### config.mk
export PLATFORM = sky130hd
export DESIGN_NAME = known_ch_table
export DESIGN_NICKNAME = d
export VERILOG_FILES = /design/src/rtl/known_ch_table.sv
export SDC_FILE = /design/constraint.sdc
export NUM_CORES = 1
export LEC_CHECK = 0
export BUFFER_PORTS_ARGS = -buffer_cell sky130_fd_sc_hd__clkbuf_2
export CAP_MARGIN = 20
export CORE_MARGIN = 5
export CORE_UTILIZATION = 55
export DETAILED_ROUTE_END_ITERATION = 10
export GPL_ROUTABILITY_DRIVEN = 0
export PLACE_DENSITY = 0.71
export SLEW_MARGIN = 20
export SYNTH_ARGS = -nofsm -noshare
export SYNTH_HDL_FRONTEND = slang
export SYNTH_SLANG_ARGS = --single-unit
### constraint.sdc
create_clock -name clk -period 5.9 [get_ports clk]
set_input_delay 0.885 -clock clk [delete_from_list [all_inputs] [get_ports clk]]
set_output_delay 0.885 -clock clk [all_outputs]
set_load 0.1 [all_outputs]
### src/rtl/known_ch_table.sv
// -----------------------------------------------------------------------------
// known_ch_table
//
// Cluster-head table for the EER-RL node. Holds up to DEPTH cluster-head
// advertisements (ID, hop count, Q-value). A re-advertised ID is updated in
// place. After every successful insertion or update the table is walked once
// more to pick the best cluster head: highest Q-value, then fewest hops, then
// lowest index. The packet parser feeds adverts in. The routing and forwarding
// logic consumes chosenCH / hopsfromCH.
//
// Optional feature macro: KCH_EVICT_EN
//   When defined, an advert that arrives while the table is full and that
//   matches no entry may replace the worst entry. The new advert must be
//   strictly better: higher Q, or equal Q with fewer hops.
//   When undefined, such an advert is always rejected.
//
// Parameters
//   WORD_WIDTH  width of ID, hops, Q-value and limit fields
//   DEPTH       number of table entries (>= 2)
//   IDX_W       entry index width, derived from DEPTH
//
// Ports
//   clk         system clock
//   nrst        asynchronous active-low reset
//   HB_reset    heartbeat: clear table, latch HB_CHlimit (synchronous)
//   HB_CHlimit  max cluster heads tracked this round (0 or > DEPTH = DEPTH)
//   en_KCH      one-cycle strobe, fCH_* fields valid
//   fCH_ID      advertised cluster-head ID (all-ones is reserved)
//   fCH_Hops    hops to that cluster head
//   fCH_QValue  Q-value, unsigned Q2.14
//   chosenCH    selected cluster-head ID, all-ones = none
//   hopsfromCH  hops of the selected cluster head, all-ones = none
//   chosenQ     Q-value of the selected cluster head
//   kch_count   number of valid entries
//   kch_busy    an advert is being processed
//   kch_done    one-cycle pulse: outputs updated (or advert rejected)
//   kch_drop    one-cycle pulse: advert rejected or ignored
// -----------------------------------------------------------------------------
module known_ch_table #(
  parameter int WORD_WIDTH = 16,
  parameter int DEPTH      = 8,
  parameter int IDX_W      = $clog2(DEPTH)
) (
  input  logic                  clk,
  input  logic                  nrst,
  input  logic                  HB_reset,
  input  logic [WORD_WIDTH-1:0] HB_CHlimit,
  input  logic                  en_KCH,
  input  logic [WORD_WIDTH-1:0] fCH_ID,
  input  logic [WORD_WIDTH-1:0] fCH_Hops,
  input  logic [WORD_WIDTH-1:0] fCH_QValue,
  output logic [WORD_WIDTH-1:0] chosenCH,
  output logic [WORD_WIDTH-1:0] hopsfromCH,
  output logic [WORD_WIDTH-1:0] chosenQ,
  output logic [IDX_W:0]        kch_count,
  output logic                  kch_busy,
  output logic                  kch_done,
  output logic                  kch_drop
);

  localparam logic [WORD_WIDTH-1:0] ALL_ONES = '1;
  localparam logic [WORD_WIDTH-1:0] DEPTH_W  = WORD_WIDTH'(DEPTH);
  localparam logic [IDX_W:0]        DEPTH_C  = (IDX_W+1)'(DEPTH);
  localparam logic [IDX_W:0]        CNT_ONE  = (IDX_W+1)'(1);
  localparam logic [IDX_W-1:0]      IDX_ONE  = IDX_W'(1);

  typedef enum logic [2:0] {
    S_IDLE,
    S_SCAN,
    S_WRITE,
    S_SELECT,
    S_DONE
  } state_t;

  state_t state;
  state_t state_next;

  // Table storage
  logic                  ent_valid [DEPTH];
  logic [WORD_WIDTH-1:0] ent_id    [DEPTH];
  logic [WORD_WIDTH-1:0] ent_hops  [DEPTH];
  logic [WORD_WIDTH-1:0] ent_q     [DEPTH];

  // Advert being processed
  logic [WORD_WIDTH-1:0] hold_id;
  logic [WORD_WIDTH-1:0] hold_hops;
  logic [WORD_WIDTH-1:0] hold_q;

  logic [WORD_WIDTH-1:0] limit_reg;
  logic [IDX_W:0]        eff_lim;
  logic [IDX_W-1:0]      idx;
  logic                  last_idx;

  // Scan results
  logic                  match_found;
  logic [IDX_W-1:0]      match_idx;
  logic                  free_found;
  logic [IDX_W-1:0]      free_idx;
`ifdef KCH_EVICT_EN
  logic                  worst_found;
  logic [IDX_W-1:0]      worst_idx;
  logic [WORD_WIDTH-1:0] worst_q;
  logic [WORD_WIDTH-1:0] worst_hops;
  logic                  cand_worse;
`endif
  logic                  evict_ok;
  logic                  write_reject;
  logic                  reject;

  // Select results
  logic                  best_found;
  logic [WORD_WIDTH-1:0] best_id;
  logic [WORD_WIDTH-1:0] best_hops;
  logic [WORD_WIDTH-1:0] best_q;
  logic                  cand_better;

  // Entry currently visited by SCAN / SELECT
  logic                  cur_valid;
  logic [WORD_WIDTH-1:0] cur_id;
  logic [WORD_WIDTH-1:0] cur_hops;
  logic [WORD_WIDTH-1:0] cur_q;

  assign cur_valid = ent_valid[idx];
  assign cur_id    = ent_id[idx];
  assign cur_hops  = ent_hops[idx];
  assign cur_q     = ent_q[idx];

  // A limit of zero, or one larger than the table, means "use every entry".
  always_comb begin
    eff_lim = DEPTH_C;
    if (limit_reg != '0 && limit_reg <= DEPTH_W) begin
      eff_lim = limit_reg[IDX_W:0];
    end
  end

  assign last_idx = ({1'b0, idx} == (eff_lim - CNT_ONE));

  // Best: higher Q wins, then fewer hops. Ties on both keep the earlier
  // (lower-index) candidate because we only replace on strict improvement.
  assign cand_better = !best_found ||
                       (cur_q > best_q) ||
                       ((cur_q == best_q) && (cur_hops < best_hops));

`ifdef KCH_EVICT_EN
  // Worst: lower Q loses, then more hops. Full ties move to the later
  // (higher-index) entry, hence the >= on hops.
  assign cand_worse = !worst_found ||
                      (cur_q < worst_q) ||
                      ((cur_q == worst_q) && (cur_hops >= worst_hops));

  assign evict_ok = worst_found &&
                    ((hold_q > worst_q) ||
                     ((hold_q == worst_q) && (hold_hops < worst_hops)));
`else
  assign evict_ok = 1'b0;
`endif

  assign write_reject = !match_found && !free_found && !evict_ok;
  assign kch_busy     = (state != S_IDLE);

  // State register
  always_ff @(posedge clk or negedge nrst) begin
    if (!nrst) begin
      state <= S_IDLE;
    end else begin
      state <= state_next;
    end
  end

  // Next-state logic. A heartbeat aborts whatever is in progress.
  always_comb begin
    state_next = state;
    if (HB_reset) begin
      state_next = S_IDLE;
    end else begin
      case (state)
        S_IDLE:   if (en_KCH && (fCH_ID != ALL_ONES)) state_next = S_SCAN;
        S_SCAN:   if (last_idx) state_next = S_WRITE;
        S_WRITE:  state_next = write_reject ? S_DONE : S_SELECT;
        S_SELECT: if (last_idx) state_next = S_DONE;
        S_DONE:   state_next = S_IDLE;
        default:  state_next = S_IDLE;
      endcase
    end
  end

  // Datapath: table storage, scan/select bookkeeping and registered outputs.
  always_ff @(posedge clk or negedge nrst) begin
    if (!nrst) begin
      for (int i = 0; i < DEPTH; i++) begin
        ent_valid[i] <= 1'b0;
        ent_id[i]    <= '0;
        ent_hops[i]  <= '0;
        ent_q[i]     <= '0;
      end
      hold_id     <= '0;
      hold_hops   <= '0;
      hold_q      <= '0;
      limit_reg   <= '0;
      idx         <= '0;
      match_found <= 1'b0;
      match_idx   <= '0;
      free_found  <= 1'b0;
      free_idx    <= '0;
`ifdef KCH_EVICT_EN
      worst_found <= 1'b0;
      worst_idx   <= '0;
      worst_q     <= '0;
      worst_hops  <= '0;
`endif
      reject      <= 1'b0;
      best_found  <= 1'b0;
      best_id     <= ALL_ONES;
      best_hops   <= ALL_ONES;
      best_q      <= '0;
      chosenCH    <= ALL_ONES;
      hopsfromCH  <= ALL_ONES;
      chosenQ     <= '0;
      kch_count   <= '0;
      kch_done    <= 1'b0;
      kch_drop    <= 1'b0;
    end else if (HB_reset) begin
      for (int i = 0; i < DEPTH; i++) begin
        ent_valid[i] <= 1'b0;
      end
      limit_reg  <= HB_CHlimit;
      idx        <= '0;
      kch_count  <= '0;
      chosenCH   <= ALL_ONES;
      hopsfromCH <= ALL_ONES;
      chosenQ    <= '0;
      kch_done   <= 1'b0;
      kch_drop   <= 1'b0;
    end else begin
      kch_done <= 1'b0;
      kch_drop <= 1'b0;

      // Strobes that arrive mid-operation are discarded but reported.
      if (en_KCH && (state != S_IDLE)) begin
        kch_drop <= 1'b1;
      end

      case (state)
        S_IDLE: begin
          if (en_KCH) begin
            if (fCH_ID == ALL_ONES) begin
              kch_drop <= 1'b1;
            end else begin
              hold_id     <= fCH_ID;
              hold_hops   <= fCH_Hops;
              hold_q      <= fCH_QValue;
              idx         <= '0;
              match_found <= 1'b0;
              free_found  <= 1'b0;
`ifdef KCH_EVICT_EN
              worst_found <= 1'b0;
`endif
            end
          end
        end

        S_SCAN: begin
          if (cur_valid) begin
            if (!match_found && (cur_id == hold_id)) begin
              match_found <= 1'b1;
              match_idx   <= idx;
            end
`ifdef KCH_EVICT_EN
            if (cand_worse) begin
              worst_found <= 1'b1;
              worst_idx   <= idx;
              worst_q     <= cur_q;
              worst_hops  <= cur_hops;
            end
`endif
          end else if (!free_found) begin
            free_found <= 1'b1;
            free_idx   <= idx;
          end
          idx <= last_idx ? '0 : idx + IDX_ONE;
        end

        S_WRITE: begin
          if (match_found) begin
            ent_hops[match_idx] <= hold_hops;
            ent_q[match_idx]    <= hold_q;
          end else if (free_found) begin
            ent_valid[free_idx] <= 1'b1;
            ent_id[free_idx]    <= hold_id;
            ent_hops[free_idx]  <= hold_hops;
            ent_q[free_idx]     <= hold_q;
            kch_count           <= kch_count + CNT_ONE;
          end
`ifdef KCH_EVICT_EN
          else if (evict_ok) begin
            ent_id[worst_idx]   <= hold_id;
            ent_hops[worst_idx] <= hold_hops;
            ent_q[worst_idx]    <= hold_q;
          end
`endif
          reject     <= write_reject;
          idx        <= '0;
          best_found <= 1'b0;
        end

        S_SELECT: begin
          if (cur_valid && cand_better) begin
            best_found <= 1'b1;
            best_id    <= cur_id;
            best_hops  <= cur_hops;
            best_q     <= cur_q;
          end
          idx <= last_idx ? '0 : idx + IDX_ONE;
        end

        S_DONE: begin
          kch_done <= 1'b1;
          if (reject) begin
            kch_drop <= 1'b1;
          end else if (best_found) begin
            chosenCH   <= best_id;
            hopsfromCH <= best_hops;
            chosenQ    <= best_q;
          end else begin
            chosenCH   <= ALL_ONES;
            hopsfromCH <= ALL_ONES;
            chosenQ    <= '0;
          end
        end

        default: begin
          idx <= '0;
        end
      endcase
    end
  end

endmodule

## Yosys cells after proc, flatten, opt, wreduce, memory -nomap -nowiden

Index checks and enable logic that the tools add are counted.

- Bitwise logic cells: 9
- Reduce and logical (&&, ||, !) cells: 38
- Multiplexer cells: 76
- Add/subtract/negate cells: 3
- $lt $le $gt $ge: 8
- Equal/unequal tests: 23

Operators with widths:

| kind | number |
|---|---|
| $bwmux 128 | 5 |
| $mux 128 | 4 |
| $mux 16 | 20 |
| $bmux 16 s3 | 3 |
| $demux 16 s3 | 2 |
| $eq 16x16->1 | 2 |
| $mux 8 | 4 |
| $mux 3 | 9 |
| $mux 4 | 5 |
| $ne 2x2->1 const B | 9 |
| $reduce_and 3->1 | 6 |
| $eq 16x16->1 const B | 1 |
| $gt 16x16->1 | 1 |
| $le 16x4->1 const B | 1 |
| $lt 16x16->1 | 1 |
| $mux 1 | 16 |
| $ne 16x16->1 const B | 1 |
| $reduce_and 4->1 | 4 |
| $reduce_bool 16->1 | 1 |
| $ne 3x3->1 const B | 5 |
| $ge 4x4->1 const B | 3 |
| $not 3->4 | 3 |
| $pmux 3 s4 | 1 |
| $reduce_bool 2->1 | 6 |
| other kinds (23) | 44 |

- Bits in registers: 574
- Logic and storage cells: 210

## Logic depth before layout (Yosys ltp)

Gate-level depths: netlist of run 1.

- Word-level depth: 10
- Mapped depth: 18
- Gate-level depth less buffers: 13

## Worst setup path after synthesis of run 1

No wires, ideal clock.

- Path kind: register to register
- Start: register idx[0]
- End: register best_id[11]
- Library setup time: 85 ps
- Cell stages (with the launch flop): 17
- Required time: 5815 ps
- Setup slack: 1730 ps
- Data arrival time: 4085 ps
- Cell sequence: dfrtp_1 -> buf_2 -> clkbuf_1 -> buf_1 -> mux4_2 -> mux2_2 -> ha_1 -> a21oi_1 -> nor2b_1 -> o21ai_0 -> o21ai_0 -> o31ai_1 -> o2111ai_1 -> a31oi_1 -> buf_4 -> buf_6 -> mux2_1

- Cells in the longest elaborated chain, start to end: 9
- Elaborated cells between the ends (all ways): 21
- Those cells by class: 2 x order compare; 1 x eq/ne; 12 x mux; 1 x bitwise; 5 x reduce/logical

RTL lines:

| what | RTL line | text |
|---|---|---|
| start, declared | 91 | `logic [IDX_W-1:0] idx;` |
| start signal, assigned | 280 | `idx <= last_idx ? '0 : idx + IDX_ONE;` |
| start signal, assigned | 313 | `idx <= last_idx ? '0 : idx + IDX_ONE;` |
| $not 3->4 (implied by the code) | 125 | `assign cur_hops = ent_hops[idx];` |
| $bmux 16 s3 | 125 |  |
| $mux 16 (implied by the code) (2 in a row) | 125 |  |
| named net cur_hops[5] | 120 | `logic [WORD_WIDTH-1:0] cur_hops;` |
| $lt 16x16->1 | 142 | `((cur_q == best_q) && (cur_hops < best_hops));` |
| $logic_and 1x1->1 | 142 |  |
| $logic_or 1x1->1 | 141 | `(cur_q > best_q) \|\|` |
| $logic_and 1x1->1 | 307 | `if (cur_valid && cand_better) begin` |
| $reduce_and 3->1 (no line) | - |  |
| end signal, assigned | 309 | `best_id <= cur_id;` |
| end, declared | 112 | `logic [WORD_WIDTH-1:0] best_id;` |

The timed path passes the listed nets, and every way through them passes these cells. The select of a mux whose other input is x is not followed.
A chain may end at the register's enable or synchronous reset.

## Final worst setup path of run 1

- Start: register idx[1]
- End: register best_q[1]

- Cells in the longest elaborated chain, start to end: 9
- Elaborated cells between the ends (all ways): 18
- Those cells by class: 2 x order compare; 1 x eq/ne; 9 x mux; 1 x bitwise; 5 x reduce/logical

RTL lines:

| what | RTL line | text |
|---|---|---|
| $not 3->4 (implied by the code) | 125 |  |
| $bmux 16 s3 | 125 |  |
| $mux 16 (implied by the code) (2 in a row) | 125 |  |
| named net cur_hops[4] | 120 |  |
| $lt 16x16->1 | 142 |  |
| $logic_and 1x1->1 | 142 |  |
| $logic_or 1x1->1 | 141 |  |
| $logic_and 1x1->1 | 307 |  |
| $reduce_and 3->1 (no line) | - |  |
| end signal, assigned | 311 | `best_q <= cur_q;` |
| end, declared | 114 | `logic [WORD_WIDTH-1:0] best_q;` |

The timed path passes the listed nets, and every way through them passes these cells. The select of a mux whose other input is x is not followed.

==> results of run 1 <==
area by class of cell:
cell class	instances	area (um2)	share of cell area, %
Sequential cell	574	14500	50.1
Tap cell	607	759	2.63
Inverter	50	188	0.650
Clock inverter	18	158	0.546
Clock buffer	91	1770	6.12
Timing Repair Buffer	155	963	3.34
Multi-Input combinational cell	986	10600	36.7
synth_stat cells (all sizes together) (2+ instances only):
master and count:
nor3 7, nand3 13, nor2b 12, o21ai 38, a21oi 35, ha 34, inv 50, mux4 94
dfstp 64, xor2 12, a211oi 3, xnor2 11, nor4 8, a31oi 2, nand4 14, mux2i 27
nand4b 4, a21o 11, nor2 51, a221oi 4, buf 53, o31ai 3, clkbuf 55, o21a 2
dfrtp 510, nor3b 3, o22a 11, mux2 528, a22o 2, nand2 43
worst max path at each step:
| stage | from | end | slack [ns] | cells past startpoint |
|---|---|---|---|---|
| after global placement | idx[0]$_DFFE_PN0P_ | best_q[10]$_DFFE_PN0P_ | 1.34 | 13 |
| after detailed placement | idx[0]$_DFFE_PN0P_ | best_q[1]$_DFFE_PN0P_ | 1.27 | 12 |
| after CTS | idx[0]$_DFFE_PN0P_ | best_q[1]$_DFFE_PN0P_ | 1.22 | 12 |
| final | idx[1]$_DFFE_PN0P_ | best_q[1]$_DFFE_PN0P_ | 1.29 | 13 |
| after global routing | idx[0]$_DFFE_PN0P_ | best_q[3]$_DFFE_PN0P_ | 1.04 | 12 |
| after floorplan | idx[0]$_DFFE_PN0P_ | best_id[11]$_DFFE_PN1P_ | 1.73 | 16 |
where the power goes:
group	internal, mW	switching, mW
logic	0.164	0.206
registers	4.02	0.196
clock network	2.14	1.53
total	6.33	1.93
cell families (layout without fill, tap and decap cells):
| group | after synthesis | after routing | share of synthesized area, % |
|---|---|---|---|
| compound gates | 115 | 115 | 2.76 |
| xor+xnor | 23 | 23 | 0.786 |
| fa+ha+maj | 34 | 34 | 1.66 |
| buf+inv | 158 | 314 | 2.60 |
| flops | 574 | 574 | 56.4 |
| mux | 649 | 649 | 32.6 |
| simple gates | 165 | 165 | 3.22 |
layer usage:
layer  routed length [um]  up-vias  track usage [%]  part of all wire (%)
met5                    0        -                0                     0
met4                 1270        0             5.78                   2.2
met3                 2180       94             4.03                   3.8
met2                28600      256             39.1                    50
met1                25000     7769             31.5                    44
li1                     -     6487                -                     -
through the flow:
stage | instances | util, % | hold slack [ns] | power, mW
after floorplan | 1718 | - | 0.451 | 4.44
after global placement | 2371 | 58.1 | 0.465 | 4.65
after detailed placement | 2371 | 58.1 | 0.473 | 4.67
after CTS | 2480 | 62.3 | 0.197 | 8.36
after global routing | 2481 | 62.3 | 0.230 | 8.59
final | 2481 | 62.3 | 0.210 | 8.26
placed cells by master, fill, tap and decap left out, types with 12 or more instances in the layout:
master                        n
sky130_fd_sc_hd__mux2_2     513
sky130_fd_sc_hd__dfrtp_1    507
sky130_fd_sc_hd__clkbuf_2   121
sky130_fd_sc_hd__mux4_2      94
sky130_fd_sc_hd__dfstp_2     64
sky130_fd_sc_hd__clkbuf_16   60
sky130_fd_sc_hd__nor2_1      51
sky130_fd_sc_hd__inv_1       50
sky130_fd_sc_hd__nand2_1     41
sky130_fd_sc_hd__o21ai_0     38
sky130_fd_sc_hd__ha_1        34
sky130_fd_sc_hd__a21oi_1     31
sky130_fd_sc_hd__mux2i_1     26
sky130_fd_sc_hd__buf_4       25
sky130_fd_sc_hd__clkbuf_1    16
sky130_fd_sc_hd__clkbuf_8    15
sky130_fd_sc_hd__nand4_1     14
sky130_fd_sc_hd__nand3_1     13
sky130_fd_sc_hd__xor2_1      12
sky130_fd_sc_hd__nor2b_1     12
sky130_fd_sc_hd__mux2_1      12
==> summary by stage, run 1 <==
Synthesis
The number of different library cells used by synthesis comes to 54. The count of warnings emitted by yosys is 0. Synthesis inferred 574 register bits.

Of all flip-flops after synthesis, the portion carrying an async set or reset was between 90% and 100%. The cell count after synthesis is between 1.5k and 2k. The combined area of all synthesized cells is approximately 26000 um2. Yosys attributes the largest share of cell area to sky130_fd_sc_hd__dfrtp_1, sky130_fd_sc_hd__mux2_2, sky130_fd_sc_hd__mux4_2, sky130_fd_sc_hd__dfstp_2, sky130_fd_sc_hd__ha_1.

The area share of the leading cell type in the synthesized netlist is approximately half. Sequential elements use between 50 and 60% of the synthesized area. The post-synthesis net count is about 1.8k.

In this run the mean area of a mapped cell was 14.9 um2. The largest total area in the synthesized netlist belongs to sky130_fd_sc_hd__dfrtp_1. The most used flip-flop cell after synthesis is sky130_fd_sc_hd__dfrtp_1.

The synthesized design contains 0 enable-type register cells.

Floorplan
The overall die height is 226 um. The I/O pin count is 123. For this configuration, the core starts out at a cell density of 55.3%. The overall die width is about 230 um. The floorplan die area is roughly 51000 um2. The floorplan has roughly 80 rows.

The total core area is 46400 um2.

Detailed routing
The remaining antenna violation count is 0. The iteration-0 DRC count of the detailed router is 850. After detailed routing, the number of vias per cell comes to approximately 6. The total via count in the routed design is between 10k and 15k. The first-pass iteration count of the detailed router is 5. After detailed routing, the number of remaining DRC violations is 0.

The total detailed-routing wirelength is roughly 57000 um. The routed length per instance is between 20 and 25 um.

Worst setup path
The source of the worst register-to-register timing path is idx[1]$_DFFE_PN0P_. STA puts the critical path data arrival time at between 5 and 6 ns. The worst register-to-register path ends at best_q[1]$_DFFE_PN0P_. The start-to-end type of the worst setup path is register to register. Of all nets on the critical path, the largest fanout is 39. Traced cell by cell, the critical path runs through buf_4, mux4_2, mux2_2, ha_1, a21oi_1, nor2b_1, o21ai_0, o21ai_0, o31ai_1, o2111ai_1, a31oi_4, buf_12, mux2_2. Broken down by cell family, the worst path's largest delay share belongs to compound AO/OA/AOI/OAI gates. The worst setup path is captured at a register.

STA puts the critical path data required time at between 6 and 7 ns. Among all stages on the critical path, the largest delay is contributed by sky130_fd_sc_hd__dfrtp_4. The slack of the worst reg-to-reg path is about 1.3 ns.

STA classifies the critical path startpoint as a register. The worst register-to-register path has a depth of 13. Together, buffers and inverters on the worst path number 2. The maximum cell stage delay along the critical path is between 0.8 and 0.9 ns.

STA
The worst slew slack as a fraction of its limit is 25.3%. The aggregate negative setup slack is 0 ns. Across the routed clock network, the largest skew measured is approximately 0.032 ns. For the finished layout, the period the worst path requires is roughly 4.6 ns. Setup slack on the critical path of the routed design comes to about 1.3 ns. The share of the clock period used by the worst path is 78.1%. For the pin with the worst max-slew slack, the measured transition is 1.12 ns. The max-slew violation count was 0. Setup repair after global routing left no endpoint under its margin. Setup violations remaining at the end of the flow were counted as 0. The count of endpoints failing hold in the final timing report is 0.

Derived from the worst setup path, the maximum achievable clock frequency is 0.217 GHz.

CTS
TritonCTS built the clock tree. Counting the buffers created by CTS gives 59. The total number of clock tree sinks is around 570. Buffers added to address setup during post-CTS repair amount to 0.

The post-cts hold buffer count is 0. After clock tree synthesis, the clock-pin slew on the worst setup and hold paths is about 0.06 ns. The clock tree synthesis step divided the H-tree into 2 levels. The deepest clock path buffer count is 3. The clock latency on the worst-skew pair is between 0.6 and 0.7 ns. Post-CTS repair changed the size of 0 cells.

The clock tree root driver cell is sky130_fd_sc_hd__clkbuf_16.

Power
The worst-case IR drop observed on VDD is between 0.0002 and 0.0003 V. In this run the static leakage power is approximately 14 nW. The total power density per cell area is approximately 290 nW/um2.

Global routing
Global routing finished with a remaining overflow of 0. In the global route stage, overall resource usage came out at a little under a quarter. Entering global routing, the biggest net connects approximately 150 pins. The initial antenna violation count is 0. The via count of the first global-routing pass is 16.0k. The wire length of the first global-routing pass is 91900 um.

Final layout
The largest registers in the layout are ent_hops (128), ent_id (128), ent_q (128). The final-layout fill cell count is about 3.5k. The final net count is approximately 1.9k. In the final layout, the share of cells above drive strength 1 is about 50%. The antenna diode count is 0. Relative to the synthesized area, the layout overhead comes to 12.7%. After routing the design area is 28900 um2.

Hold path
The tightest min-delay check is of the input pin to async pin type.

Placed design
Timing analysis after detailed placement gives a worst setup slack of around 1.3 ns. During placement, the flow inserted port buffers numbering roughly 120. The total half-perimeter wirelength after legalization and detailed placement is roughly 35000 um. Summing all placed instances gives a cell area of around 27000 um2.

Status
The run finished with clean final reports.

Flow run
The number of max-capacitance violations reported is 0.
(Power assumes the default switching activity.)
==> run 2, diff against run 1 <==
==> constraint.sdc (replaced) <==
create_clock -name clk -period 4.55 [get_ports clk]
set_input_delay 0.6825 -clock clk [delete_from_list [all_inputs] [get_ports clk]]
set_output_delay 0.6825 -clock clk [all_outputs]
set_load 0.1 [all_outputs]
==> run 2 against run 1 <==
  * Maximum frequency increased by 9.5%
  * Critical path type unchanged
  * Clock power increased by 37%
  * Final cell count increased by 0.48%
  * Worst hold slack got worse by 0.11 ns
  * Highest routed layer unchanged
  * Sequential share of layout area decreased by 0.39 points
  * Global-route usage decreased by 0.15 points
==> summary by stage, run 2 (synthesis results as in run 1) <==
Status
The flow ran to the end, and the final reports show no timing, DRC or antenna violations.

Floorplan
The overall die width came to 226 um (unchanged). The total core area was 46400 um2 (unchanged). The row count was 79 (unchanged).

The overall die height is 226 um (unchanged). The floorplan die area is 51000 um2 (unchanged). The starting utilization of the core area came to 55.3% (unchanged). The I/O pin count came to 123 (unchanged).

Power
The overall power consumption is 11.0 mW (+33%). The worst IR drop on VDD is 0.000356 V (+22%). The total power density per cell area is 377 nW/um2 (+32%).

The leakage power figure is 13.8 nW (+0.88%).

CTS
The total CTS buffers came to 58 (-1.7%). The clock latency on the worst-skew pair is 0.60 ns (-0.02 ns). The post-cts hold buffer count is 0 (unchanged). The post-CTS resize count is 0 (unchanged). The deepest clock path buffer count was 3 (unchanged). The total number of clock tree sinks is 574 (unchanged). The deepest level of the CTS H-tree is 2 (unchanged). The setup fix buffers added after clock tree synthesis is 0 (unchanged). The CTS clock-pin slew for the worst setup and hold paths is 0.06 ns (about the same). TritonCTS built the clock tree. The clock tree root driver cell is sky130_fd_sc_hd__clkbuf_16.

Placed design
The total half-perimeter wirelength after legalization and detailed placement is 35200 um (+0.57%). The number of input and output port buffers inserted is 122 (unchanged). The post-placement cell count is 2383 (+0.51%). The post-placement setup slack came to 0.381 ns (-0.887 ns).

The cell area after placement was 27000 um2 (+0.38%).

Final layout
The antenna diode count is 0 (unchanged). The final net count is 1938 (+0.52%). The summed area of non-filler cells in the final layout was 29100 um2 (+0.78%). In the layout the commonest cells are sky130_fd_sc_hd__mux2_2, sky130_fd_sc_hd__dfrtp_1, sky130_fd_sc_hd__clkbuf_2.

The area growth from synthesis to layout is 13.6%. The final core area utilization is 62.8% (+0.49 points). The number of non-filler instances in the completed layout is 2493 (+0.48%). The largest registers in the layout are ent_hops (128), ent_id (128), ent_q (128). The library cell used most frequently in the layout, excluding fill and tap cells, is sky130_fd_sc_hd__mux2_2. The fraction of final layout cells with drive strength greater than 1 is 50.7% (+0.64 points).

STA
The share of the clock period used by the worst path was 92.4% (+14 points). The clock skew is 0.0112 ns (-0.0209 ns). The setup slack after layout came to 0.345 ns (-0.949 ns). Setup repair after global routing left no endpoint under its margin. The count of endpoints failing hold in the final timing report came to 0 (unchanged). The aggregate negative setup slack came to 0 ns (unchanged).

The actual transition at the worst max-transition pin is 1.15 ns (+0.0327 ns). The worst hold margin came to 0.104 ns (-0.106 ns). The count of final setup violators was 0 (unchanged). The max-slew violation count was 0 (unchanged). The worst slew slack as a fraction of its limit is 23.2% (-2.2 points). The highest attainable clock frequency is 0.238 GHz (+9.5%). The clock period minus worst slack is 4.21 ns (-0.401 ns).

Detailed routing
The total via count in the routed design is 14.6k (-0.089%). The first-pass iteration count of the detailed router was 5 (unchanged). The routed length per instance came to 22.7 um (-1.3%).

The total detailed-routing wirelength is 56600 um (-0.86%). The residual DRC count is 0 (unchanged). The via density per instance is 5.85 (-0.57%). The iteration-0 DRC count of the detailed router is 1040 (+22%). The remaining antenna violation count was 0 (unchanged).

Global routing
The all-layer global routing usage is 22.9% (-0.15 points). The total grt overflow is 0 (unchanged). The largest net degree at the start of global routing is 122 (-17%).

The wire length of the first global-routing pass is 91600 um (-0.37%). The via count of the first global-routing pass is 16.1k (+0.33%). The initial antenna violation count is 1 (+1).

Worst setup path
The category of the worst setup path launch point is a register. The worst path required time is 5.08 ns (-1.31 ns). The critical path arrival is 4.73 ns (-0.37 ns).

The slowest stage cell on the critical path is sky130_fd_sc_hd__dfrtp_4. The total buffers and inverters traversed by the critical path was 2 (unchanged). The maximum cell stage delay along the critical path is 0.69 ns (-0.15 ns). The start-to-end type of the worst setup path is register to register. The capturing element type of the critical path is a register. The signal on the critical path passes through buf_4, mux4_2, mux2_2, ha_1, nor2b_1, o21ai_0, o21ai_0, o31ai_1, o2111ai_1, a31oi_4, buf_4, mux2_2.

The cell family contributing the most delay on the critical path is compound AO/OA/AOI/OAI gates. The largest driver fanout on the critical path is 19 (-51%).

Flow run
The number of max-capacitance violations reported was 0 (unchanged).

Hold path
In this run the worst hold path is classified as input pin to async pin.
==> run 2: cell types whose count changed in the layout (fill, tap and decap cells not counted), sizes merged <==
cell and delta:
clkinvlp +2, clkinv +2, buf +11, inv -3, clkbuf -4, bufinv +4
==> run 2: metal layers <==
metal	vias to the layer above	GRT usage, %	part of all wire, %
li1	6504	-	-
met3	84	3.35	3.6
met4	0	6.52	2.5
met5	-	0	0
met2	243	38.5	50
met1	7762	31.6	44
==> run 2: worst register-to-register path, delay by kind of cell, from the launching register on <==
family | cells | cell delay (ns)
adders and majority gates | 1 | 0.29
buffers and inverters | 2 | 0.56
muxes | 3 | 1.16
AOI/OAI and AO/OA | 5 | 1.30
DFF | 1 | 0.69
and+or+nand+nor | 1 | 0.14
==> run 2: power breakdown <==
group	leakage, nW	internal (mW)	switching, mW
Sequential	7.64	5.22	0.252
Combinational	5.16	0.215	0.266
Clock	1.02	3.04	1.98
Total	13.8	8.48	2.50
==> run 2: layout make-up <==
cell class,count,area [um2]
fillers,3482,17300
flip-flops and latches,574,14500
multi-input cells,986,10600
clock buffers,87,1780
repair buffers,166,1050
well taps,607,759
clock inverters,23,280
inverters,50,188
==> run 2: path summary, 6_finish.rpt <==
path / start / to / slack [ns] / cells after the start
max: idx[0]$_DFFE_PN0P_ / best_hops[6]$_DFFE_PN1P_ / 0.34 / 12
min: nrst / ent_hops[103]$_DFFE_PN0P_ / 0.10 / 1
max reg2reg: idx[0]$_DFFE_PN0P_ / best_hops[6]$_DFFE_PN1P_ / 0.34 / 12
min reg2reg: chosenQ[10]$_DFFE_PN0P_ / chosenQ[10]$_DFFE_PN0P_ / 0.48 / 2
max in group asynchronous: nrst / hold_q[4]$_DFFE_PN0P_ / 3.27 / 2
min in group clk: fCH_Hops[1] / hold_hops[1]$_DFFE_PN0P_ / 0.31 / 2
